`config.mk`:
```
export PLATFORM = sky130hd
export DESIGN_NAME = quad_step_counter_mc
export DESIGN_NICKNAME = d
export VERILOG_FILES = /design/src/rtl/quad_step_counter_mc.sv
export SDC_FILE = /design/constraint.sdc
export NUM_CORES = 1
export LEC_CHECK = 0
export CORE_ASPECT_RATIO = 0.75
export CORE_MARGIN = 1.5
export CORE_UTILIZATION = 38
export CTS_CLUSTER_DIAMETER = 60
export DETAILED_ROUTE_END_ITERATION = 8
export PLACE_DENSITY = 0.58
export SYNTH_ARGS = -nofsm -noshare
export SYNTH_HDL_FRONTEND = slang
export SYNTH_SLANG_ARGS = --single-unit
```
`constraint.sdc`:
```
create_clock -name clk -period 5.4 [get_ports clk]
set_input_delay 1.08 -clock clk [delete_from_list [all_inputs] [get_ports clk]]
set_output_delay 1.08 -clock clk [all_outputs]
set_load 0.01 [all_outputs]
```
`src/rtl/quad_step_counter_mc.sv`:
```
// Multi-channel quadrature step counter: per-channel limit, absolute/signed modes, byte register bus.
// Latency: encoder edge to count SYNC_STAGES+1 clk, done one clk later; bus read data registered (1 clk).
// Backpressure: none; the bus is always ready and encoder steps are never stalled, only frozen by DONE/EN.
module quad_step_counter_mc #(
  parameter int CHANNELS    = 2,
  parameter int CNT_W       = 16,
  parameter int SYNC_STAGES = 2,
  parameter int ADDR_W      = 8
) (
  input  logic                clk,
  input  logic                rst_n,
  input  logic [ADDR_W-1:0]   addr,
  input  logic                cs,
  input  logic                rd,
  input  logic                wr,
  input  logic [7:0]          wdata,
  output logic [7:0]          rdata,
  input  logic [CHANNELS-1:0] a,
  input  logic [CHANNELS-1:0] b,
  output logic [CHANNELS-1:0] done,
  output logic                irq
);

  localparam int CHW = ADDR_W - 3;

  logic [CHW-1:0]      chan;
  logic [2:0]          off;
  logic                rd_en;
  logic                wr_en;
  logic [7:0]          rd_byte;
  logic [CHANNELS-1:0] irq_en_v;

  logic [15:0] cnt_x    [CHANNELS];
  logic [15:0] lim_x    [CHANNELS];
  logic [7:0]  shadow_x [CHANNELS];
  logic [2:0]  ctrl_x   [CHANNELS];
  logic [2:0]  stat_x   [CHANNELS];

  assign chan  = addr[ADDR_W-1:3];
  assign off   = addr[2:0];
  // A simultaneous read and write performs only the write.
  assign wr_en = cs & wr;
  assign rd_en = cs & rd & ~wr;

  for (genvar g = 0; g < CHANNELS; g++) begin : g_ch
    localparam logic [CHW-1:0] CH_ID = CHW'(g);

    logic [SYNC_STAGES-1:0] sync_a, sync_b;
    logic [1:0]       ab, prev;
    logic             primed, en, mode, irq_en, done_r, err, dir, chk;
    logic [CNT_W-1:0] count, limit;
    logic [7:0]       stage, shadow;
    logic             sel_w, fwd, rev, illegal, active, step_ok, count_go;
    logic             clr, w1c_done, w1c_err, lim_commit, ctrl_wr, hit;
    logic [15:0]      lim_full;

    assign ab = {sync_a[SYNC_STAGES-1], sync_b[SYNC_STAGES-1]};

    assign fwd = (prev == 2'b00 && ab == 2'b01) || (prev == 2'b01 && ab == 2'b11) ||
                 (prev == 2'b11 && ab == 2'b10) || (prev == 2'b10 && ab == 2'b00);
    assign rev = (prev == 2'b00 && ab == 2'b10) || (prev == 2'b10 && ab == 2'b11) ||
                 (prev == 2'b11 && ab == 2'b01) || (prev == 2'b01 && ab == 2'b00);
    assign illegal  = (prev ^ ab) == 2'b11;
    assign active   = en & primed;
    assign step_ok  = active & (fwd | rev);
    assign count_go = step_ok & ~done_r;

    assign sel_w      = wr_en && (chan == CH_ID);
    assign lim_commit = sel_w && (off == 3'd3);
    assign ctrl_wr    = sel_w && (off == 3'd4);
    assign w1c_done   = sel_w && (off == 3'd5) && wdata[0];
    assign w1c_err    = sel_w && (off == 3'd5) && wdata[1];
    assign clr        = sel_w && (off == 3'd6) && wdata[0];
    assign lim_full   = {wdata, stage};

    assign hit = (limit != '0) && (mode ? (count == limit) : (count >= limit));

    // Synchronise the asynchronous encoder phases.
    always_ff @(posedge clk or negedge rst_n) begin
      if (!rst_n) begin
        sync_a <= '0;
        sync_b <= '0;
      end else begin
        sync_a <= {sync_a[SYNC_STAGES-2:0], a[g]};
        sync_b <= {sync_b[SYNC_STAGES-2:0], b[g]};
      end
    end

    // Decode steps, update count/flags, and take register writes for this channel.
    // DONE is evaluated only on the clock after count, limit or control changed, so an
    // acknowledged DONE stays clear until the count moves again.
    always_ff @(posedge clk or negedge rst_n) begin
      if (!rst_n) begin
        prev   <= 2'b00;
        primed <= 1'b0;
        count  <= '0;
        limit  <= '0;
        stage  <= '0;
        en     <= 1'b0;
        mode   <= 1'b0;
        irq_en <= 1'b0;
        done_r <= 1'b0;
        err    <= 1'b0;
        dir    <= 1'b0;
        chk    <= 1'b0;
      end else begin
        if (en) begin
          prev   <= ab;
          primed <= 1'b1;
        end else begin
          primed <= 1'b0;
        end

        if (clr)
          count <= '0;
        else if (count_go)
          count <= (mode && rev) ? count - CNT_W'(1) : count + CNT_W'(1);

        if (step_ok)
          dir <= fwd;

        if (active && illegal)
          err <= 1'b1;
        else if (w1c_err)
          err <= 1'b0;

        if (clr || w1c_done)
          done_r <= 1'b0;
        else if (chk && hit)
          done_r <= 1'b1;

        chk <= clr | count_go | lim_commit | ctrl_wr;

        if (sel_w && off == 3'd2)
          stage <= wdata;
        if (lim_commit)
          limit <= lim_full[CNT_W-1:0];
        if (ctrl_wr) begin
          en     <= wdata[0];
          mode   <= wdata[1];
          irq_en <= wdata[2];
        end
      end
    end

    // Capture the count high byte when the low byte is read, for a coherent 16-bit read.
    always_ff @(posedge clk or negedge rst_n) begin
      if (!rst_n)
        shadow <= '0;
      else if (rd_en && chan == CH_ID && off == 3'd0)
        shadow <= cnt_x[g][15:8];
    end

    assign cnt_x[g]    = 16'(count);
    assign lim_x[g]    = 16'(limit);
    assign shadow_x[g] = shadow;
    assign ctrl_x[g]   = {irq_en, mode, en};
    assign stat_x[g]   = {dir, err, done_r};
    assign done[g]     = done_r;
    assign irq_en_v[g] = irq_en;
  end

  // Select the addressed register byte; absent channels and reserved offsets read 0.
  always_comb begin
    rd_byte = '0;
    for (int i = 0; i < CHANNELS; i++) begin
      if (chan == CHW'(i)) begin
        case (off)
          3'd0:    rd_byte = cnt_x[i][7:0];
          3'd1:    rd_byte = shadow_x[i];
          3'd2:    rd_byte = lim_x[i][7:0];
          3'd3:    rd_byte = lim_x[i][15:8];
          3'd4:    rd_byte = {5'b0, ctrl_x[i]};
          3'd5:    rd_byte = {5'b0, stat_x[i]};
          default: rd_byte = '0;
        endcase
      end
    end
  end

  // Register read data; hold the last value when no read is issued.
  always_ff @(posedge clk or negedge rst_n) begin
    if (!rst_n)
      rdata <= '0;
    else if (rd_en)
      rdata <= rd_byte;
  end

  assign irq = |(done & irq_en_v);

endmodule

```
Word level (Yosys, flattened, before mapping)
Index checks and enable logic that the tools add are counted.
{ "totals": {"register_bits": 132, "output_inout_bits": 11} }
{ "classes": {"addsub": 4, "magnitude_cmp": 2, "eq_ne": 23, "mux": 22, "n_bitwise": 23, "n_reduce_logical": 75} }
{ "op_table": {"columns": ["cell", "count"], "rows": [
  ["two-way mux 16 bit", 6],
  ["one-hot mux 8 bit (6 select lines)", 2],
  ["logical AND 1 bit", 46],
  ["adder 16 x 1 -> 16 bit, second input constant", 2],
  ["== test 16 bit", 2],
  ["greater-or-equal comparator 16 bit", 2],
  ["nonzero test 16 bit", 2],
  ["subtractor 16 x 1 -> 16 bit, second input constant", 2],
  ["== test 2 bit, second input constant", 10],
  ["two-way mux 8 bit", 2],
  ["logical OR 1 bit", 14],
  ["two-way mux 1 bit", 12],
  ["nonzero test 2 bit", 6],
  ["bitwise AND 1 bit", 9],
  ["== test 3 bit, second input constant", 3],
  ["== test 2 x 1 -> 1 bit, second input constant", 4],
  ["zero test 2 bit", 4],
  ["OR 1 bit", 8],
  ["== test 3 x 2 -> 1 bit, second input constant", 2],
  ["== test 5 x 1 -> 1 bit, second input constant", 1],
  ["zero test 5 bit", 1],
  ["bitwise XOR 2 bit", 2],
  ["== test 3 x 1 -> 1 bit, second input constant", 1],
  ["zero test 3 bit", 1],
  ["3 further kinds", 5]
]} }

Depth between registers and ports, before layout
{ "depth": {"word_depth": 11, "mapped_depth": 12, "depth_no_buf": 12} }

Least setup slack after synthesis
OpenSTA, ideal clock, no wires.
{ "synth_timing": {"path_kind": "register -> register", "startpoint": "register g_ch[1].prev[1]", "endpoint": "register g_ch[1].count[13]", "setup_time_ps": 86, "t_arrival_ps": 2771, "required_ps": 5314, "setup_slack_ps": 2543, "path_stages_with_launch": 13, "path_buffers": 0, "synth_period_minus_slack_ps": 2857, "cell_sequence": "dfrtp_1 > xor2_1 > nor2_1 > nand2_1 > inv_1 > ha_1 > a211o_1 > a21o_1 > a21oi_2 > o21ai_2 > a221o_1 > and3_1 > nor3_1"} }
{ "synth_via": {"elab_chain_cells": 9, "elab_cells_between_ends": 26, "cone_classes": "eq/ne: 3; mux: 3; bitwise: 3; reduce/logical: 17"} }
{ "synth_rtl": {"columns": ["item", "line", "source"], "rows": [
  ["from (decl)", "49", "logic [1:0] ab, prev;"],
  ["from (signal assigned)", "94", "prev <= 2'b00;"],
  ["from (signal assigned)", "108", "prev <= ab;"],
  ["== test 2 x 1 -> 1 bit (tied with other cells)", "59, 62", null],
  ["logical AND 1 bit, on equally long branches", "59, 61", null],
  ["logical OR 1 bit, on equally long branches (2 in a row)", "59, 61", null],
  ["logical OR 1 bit, on equally long branches", "60, 62", null],
  ["OR 1 bit or logical AND 1 bit (tied branches)", "65, 117", null],
  ["bitwise AND 1 bit or two-way mux 16 bit (tied branches)", "65, 117", null],
  ["bitwise AND 1 bit or two-way mux 16 bit (tied branches)", "66, 116", null],
  ["nonzero test 2 bit (no line) or two-way mux 16 bit (tied branches)", null, null],
  ["to (signal assigned)", "117", "count <= (mode && rev) ? count - CNT_W'(1) : count + CNT_W'(1);"],
  ["to (decl)", "51", "logic [CNT_W-1:0] count, limit;"]
]} }
Several ways; a longest one is shown, not always the timed one. The select of a mux whose other input is x is not followed.
A chain may end at the register's enable or synchronous reset.

Final worst setup path
{ "layout_timing": {"startpoint": "input port addr[0]", "endpoint": "register g_ch[0].count[14]"} }
{ "layout_via": {"elab_chain_cells": 4, "elab_cells_between_ends": 5, "cone_classes": "eq/ne: 1; mux: 1; reduce/logical: 3"} }
{ "layout_rtl": {"columns": ["item", "line", "source"], "rows": [
  ["from (decl)", "12", "input logic [ADDR_W-1:0] addr,"],
  ["== test 3 bit *", "73", "assign clr = sel_w && (off == 3'd6) && wdata[0];"],
  ["logical AND 1 bit * (2 in a row)", "73", null],
  ["two-way mux 16 bit or nonzero test 2 bit (tied branches)", null, null],
  ["to (signal assigned)", "117", null],
  ["to (decl)", "51", null]
]} }
Every way passes the cells marked *; elsewhere a longest branch is shown, timed or not.

==> impl_metrics.env <==
export IMPL_fin_skew_ns=0.00982
export IMPL_wl_per_cell_um=19.1
export IMPL_yosysMostFrequentCell="dfrtp_1"
export IMPL_start_util_pct=38.9
export IMPL_numCtsBuffers=17
export IMPL_yosys_warnings=0
export IMPL_grt_first_pass_wirelength_um=33900
export IMPL_path_class="in2reg"
export IMPL_vias=6042
export IMPL_synth_edf_count=0
export IMPL_n_antenna_cell=0
export IMPL_drive_gt1_share_pct=16.5
export IMPL_crit_top_cell="nor2_1"
export IMPL_clock_latency_ns=0.42
export IMPL_fill_cells=1939
export IMPL_cts_tree="yes"
export IMPL_crit_slowest_cell="nor2_1"
export IMPL_drv_cap=0
export IMPL_cts_repair_resized=0
export IMPL_antenna_found_initial=0
export IMPL_power_switching_mw=0.702
export IMPL_grt_max_degree=92
export IMPL_postCtsSetupBuffers=0
export IMPL_power_per_cell_area_nw_per_um2=281
export IMPL_ys_flop_type="dfrtp_1"
export IMPL_die_h_um=128
export IMPL_placed_cell_area_um2=8540
export IMPL_die_w_um=170
export IMPL_synth_area_leader_cell="dfrtp_1"
export IMPL_grt_usage_pct=20.5
export IMPL_p_seq_share_pct=41.6
export IMPL_synth_distinct_cells=62
export IMPL_synth_seq_cells=132
export IMPL_status="complete, no violations"
export IMPL_cts_root_buf="clkbuf_16"
export IMPL_yosys_top_cells_area="dfrtp_1 42%, ha_1 9.5%, mux2_2 9.1%"
export IMPL_critical_path_max_fanout=12
export IMPL_cellLeakagePower_nw=4.21
export IMPL_synthCells=762
export IMPL_critical_path_max_stage_delay_ns=0.77
export IMPL_clk_path_buf_depth=2
export IMPL_period_needed_ns=3.41
export IMPL_vias_per_cell=5.52
export IMPL_hpwlAfterDp_um=15600
export IMPL_crit_path_end_kind="flip-flop"
export IMPL_syn_area_um2=7910
export IMPL_cts_hold_buf=0
export IMPL_p_clk_share_pct=45.7
export IMPL_syn_nets=849
export IMPL_setup_tns_ns=0
export IMPL_power_internal_mw=1.86
export IMPL_drt_iter0_drc=466
export IMPL_rsz0062_at_grt="no"
export IMPL_core_um2=20300
export IMPL_combPwrFrac_pct=12.7
export IMPL_slew_viol_final=0
export IMPL_areaGrowthSynthToFinish_pct=15.5
export IMPL_place_congestion=0.858
export IMPL_die_area_um2=21700
export IMPL_peakVddDrop_mv=0.202
export IMPL_cts_sinks=132
export IMPL_critical_path_required_ns=5.69
export IMPL_drc=0
export IMPL_io_pins=36
export IMPL_setup_viol=0
export IMPL_finalHoldViolCount=0
export IMPL_hold_class="reg2reg"
export IMPL_yosysSeqAreaShare_pct=41.7
export IMPL_power_switching_share_pct=27.3
export IMPL_cp_start_kind="input pin"
export IMPL_fin_nets=886
export IMPL_timing_fmax_ghz=0.293
export IMPL_synth_top_cell_area_share_pct=41.7
export IMPL_crit_chain="clkdlybuf4s50_1 > nor2b_1 > nand3_1 > nor2_1 > nor2_1 > nand2_1 > o21ai_0"
export IMPL_htree_levels=4
export IMPL_clk_pin_slew_ns=0.06
export IMPL_final_period_utilization_pct=63.2
export IMPL_drt_pass1_iter_count=5
export IMPL_synthArstFlopShare_pct=100
export IMPL_rows=45
export IMPL_grt_ovfl_total=0
export IMPL_reg2reg_setup_slack_ns=2.02
export IMPL_antenna_left=0
export IMPL_worst_slew_pin_slew_ns=0.884
export IMPL_wirelength_um=20900
export IMPL_port_buffers=35
export IMPL_fin_area_um2=9140
export IMPL_synthTopCellsByCount="132 x dfrtp_1, 73 x nand2_1, 64 x mux2_2, 62 x a21oi_1, 60 x ha_1"
export IMPL_grt_pass1_vias=5938
export IMPL_worst_ep_arrival_time_ns=3.70
export IMPL_syn_avg_cell_area_um2=10.4
export IMPL_max_slew_margin_pct=40.9
-- cells by family after synthesis --
group / synth area share [%]
xor+xnor: 3.75
flops: 41.7
simple gates: 12.0
compound gates: 16.5
buf+inv: 3.61
mux: 12.4
fa+ha+maj: 9.99
-- power by group through the flow --
stage	registers (mW)	clock network, mW	logic [mW]
5_1_grt	1.07	1.24	0.364
3_5_place_dp	1.09	0	0.323
6_report	1.07	1.17	0.325
2_1_floorplan	1.07	0	0.224
4_1_cts	1.07	1.19	0.325
3_3_place_gp	1.09	0	0.323
-- cell type report --
type                       count  area (µm²)  share of cell area (%)
clock buffer                  18         429                    4.70
tap                          282         353                    3.86
timing repair buffer          42         404                    4.42
inverter                      42         158                    1.73
clock inverter                14         165                    1.81
multi-input combinational    564        4320                    47.3
sequential                   132        3300                    36.2
-- worst paths after layout --
| path | startpoint | end | cells after the start |
|---|---|---|---|
| hold / removal | g_ch[0].sync_a[0]$_DFF_PN0_ | g_ch[0].sync_a[1]$_DFF_PN0_ | 0 |
| min in group asynchronous | rst_n | g_ch[1].count[0]$_DFFE_PN0P_ | 1 |
| setup reg to reg | g_ch[0].prev[0]$_DFFE_PN0P_ | g_ch[0].count[12]$_DFFE_PN0P_ | 11 |
| setup / recovery | addr[0] | g_ch[0].count[14]$_DFFE_PN0P_ | 7 |
| hold reg to reg | g_ch[0].sync_a[0]$_DFF_PN0_ | g_ch[0].sync_a[1]$_DFF_PN0_ | 0 |
| max in group asynchronous | rst_n | g_ch[1].stage[5]$_DFFE_PN0P_ | 2 |
-- layer usage --
metal	global-route usage, %	share of wire [%]	vias up
li1	-	-	2874
met1	33.0	54	2966
met2	27.0	38	188
met3	4.41	7.1	14
met4	5.57	0.95	0
met5	0	0	-
-- flip-flops by register name, summed over array words and instances (netlist names), 4 cells and up --
register / cells
g_ch.prev: 4
g_ch.shadow: 16
g_ch.sync_a: 4
g_ch.count: 32
g_ch.limit: 32
g_ch.sync_b: 4
g_ch.stage: 16
rdata: 8
-- worst max-delay path, delay by kind of cell --
kind,cells,cell delay [ns]
and+or+nand+nor,5,1.78
buffers and inverters,1,0.76
AOI/OAI and AO/OA,1,0.08
-- layout by cell type (no fill, tap or decap), drive strengths merged, types with 8 or more instances in the layout --
cell / n
a21o: 28
a21oi: 64
a22oi: 11
buf: 8
clkbuf: 18
clkdlybuf4s50: 34
dfrtp: 132
ha: 60
inv: 48
mux2: 64
mux4: 9
nand2: 74
nand3: 8
nand4: 12
nor2: 31
nor2b: 8
nor3: 13
nor4: 12
o21ai: 43
xnor2: 21
xor2: 12
-- metrics by stage --
step | hold slack, ns | std cells | worst slack, ns | util, % | total power [mW]
finish | 0.347 | 1094 | 1.99 | 44.9 | 2.57
floorplan | 0.331 | 762 | 2.54 | - | 1.29
global placement | 0.332 | 1062 | 1.60 | 42.0 | 1.41
CTS | 0.351 | 1094 | 1.96 | 44.9 | 2.58
global route | 0.358 | 1094 | 1.66 | 44.9 | 2.68
detailed placement | 0.336 | 1062 | 1.51 | 42.0 | 1.41
(Power assumes the default switching activity.)
==> patch, RTL diff (config.mk and constraints unchanged) <==
Reset style: synchronous (`rst_n`), changed in 4 clocked blocks. Comments in the files are not updated.
--- a/src/rtl/quad_step_counter_mc.sv
+++ b/src/rtl/quad_step_counter_mc.sv
@@ -77,5 +77,5 @@
 
     // Synchronise the asynchronous encoder phases.
-    always_ff @(posedge clk or negedge rst_n) begin
+    always_ff @(posedge clk) begin
       if (!rst_n) begin
         sync_a <= '0;
@@ -90,5 +90,5 @@
     // DONE is evaluated only on the clock after count, limit or control changed, so an
     // acknowledged DONE stays clear until the count moves again.
-    always_ff @(posedge clk or negedge rst_n) begin
+    always_ff @(posedge clk) begin
       if (!rst_n) begin
         prev   <= 2'b00;
@@ -145,5 +145,5 @@
 
     // Capture the count high byte when the low byte is read, for a coherent 16-bit read.
-    always_ff @(posedge clk or negedge rst_n) begin
+    always_ff @(posedge clk) begin
       if (!rst_n)
         shadow <= '0;
@@ -180,5 +180,5 @@
 
   // Register read data; hold the last value when no read is issued.
-  always_ff @(posedge clk or negedge rst_n) begin
+  always_ff @(posedge clk) begin
     if (!rst_n)
       rdata <= '0;
Check against the original RTL: differs if rst_n is asserted again (counterexample within 4 cycles, from zero or initial values and one cycle with rst_n low); with rst_n held inactive, the same outputs for 4 cycles.
==> patch against the unedited design <==
Clock skew shrank 0.0020 ns. Setup slack got worse by 0.16 ns. Critical path type is now flop to flop. Sequential cell count stayed put. Wire length up 3.5%. Non-clock buffer count down 1. Cell area is 1.4% lower. Synthesized area is 0.35% lower.
Power is not compared: it rests on default switching activity, and its combinational part moved more than twofold at a synthesized area within 25%.
==> patch: results (changes against the unedited design) <==
Status
  – Run status: finished, final reports clean (unchanged)

Critical path
  – CP delay by family, top: compound AO/OA/AOI/OAI gates (was simple AND/OR/NAND/NOR gates)
  – Depth of the most critical reg-to-reg path: 12 (was 11)
  – Critical path type: flop to flop (was input pin to flop)
  – Reg2Reg Setup Slack: 1.83 ns (was 2.02 ns)
  – R2r startpoint: g_ch[1].sync_b[1] (was g_ch[0].prev[0])
  – Maximum fanout along the worst path: 16 (was 12)
  – WP data arrival: 3.87 ns (was 3.70 ns)
  – Slowest stage cell on the critical path: o41ai_1 (was nor2_1)

Drt
  – TritonRoute pass-1 iters: 7 (was 5)
  – DR vias: 6,625 (was 6,042)
  – Final WL: 21,600 µm (was 20,900 µm)
  – Met2 WL: 8350 µm (was 7950 µm)

Placement
  – Placed inst area: 8430 µm² (was 8540 µm²)
  – Final GP Congestion: 0.869 (was 0.858)
  – Cell count after placement: 1,182 (was 1,062)

Layout
  – ClkCell Share: 6.47% (was 6.51%)
  – Post-Layout Cell Count: 1,214 (was 1,094)
  – FF+latch area: 2640 µm² (was 3300 µm²)
  – Fraction of area in multi-input gates: 54.5% (was 47.3%)
  – Filler cells: 2,045 (was 1,939)
  – Buffering overhead: 4.33% (was 4.42%)
  – Multi-input combinational gate total: 707 (was 564)
  – Area of the multi-input gates: 4910 µm² (was 4320 µm²)
  – Clkbuf count: 19 (was 18)
  – Inverter count: 44 (was 42)
  – Non-clock buffers: 41 (was 42)

Hold path
  – Min-delay src: g_ch[1].sync_b[0] (was g_ch[0].sync_a[0])
  – Worst hold stages: 1 (was 0)
  – Hold EP: g_ch[1].sync_b[1] (was g_ch[0].sync_a[1])

Global route
  – Global-route met1 utilization: 33.2% (was 33.0%)
  – Largest net degree at the start of global routing: 96 (was 92)
  – Vias in the first global route: 6,151 (was 5,938)
  – First-pass GRT wire length: 34,500 µm (was 33,900 µm)

STA
  – Slew HR: 24.4% (was 40.9%)
  – Setup Skew: 0.00787 ns (was 0.00982 ns)

Synth
  – Avg Cell Area, Syn: 8.56 µm² (was 10.4 µm²)
  – Top_reg_cell synth: dfxtp_1 (was dfrtp_1)
  – Synth area leaders: dfxtp_1, ha_1, nand2_1, mux2i_1, a21boi_0 (was dfrtp_1, ha_1, mux2_2, a21oi_1, nand2_1)

Die
  – TAP cells: 258 (was 282)
## patch: cell count changes in the layout (fill, tap and decap cells not counted), sizes merged, moves of 9 or more
cell    before  now
a21boi       2   54
a21oi       64   55
a22oi       11    1
and2         2   19
dfrtp      132    0
dfxtp        0  132
mux2        64    3
mux2i        6   40
nand2       74  163
nor2b        8   33
## patch: power by group through the flow
stage | clock network, mW | registers, mW | logic [mW]
floorplan | 0 | 1.00 | 0.0530
global placement | 0 | 1.00 | 0.0916
detailed placement | 0 | 1.00 | 0.0914
CTS | 1.17 | 0.979 | 0.0918
global route | 1.21 | 0.979 | 0.0983
finish | 1.15 | 0.979 | 0.0914
## patch: logic make-up (layout without fill, tap and decap cells)
family                     after synthesis  count (layout)  synth area share (%)
and+or+nand+nor                        333             333                  20.7
AOI/OAI and AO/OA                      231             231                  19.9
DFF                                    132             132                  33.5
buffers and inverters                   82             117                  4.25
adders and majority gates               62              62                  10.0
muxes                                   54              54                  8.65
xor gates and xnor gates                27              27                  3.00
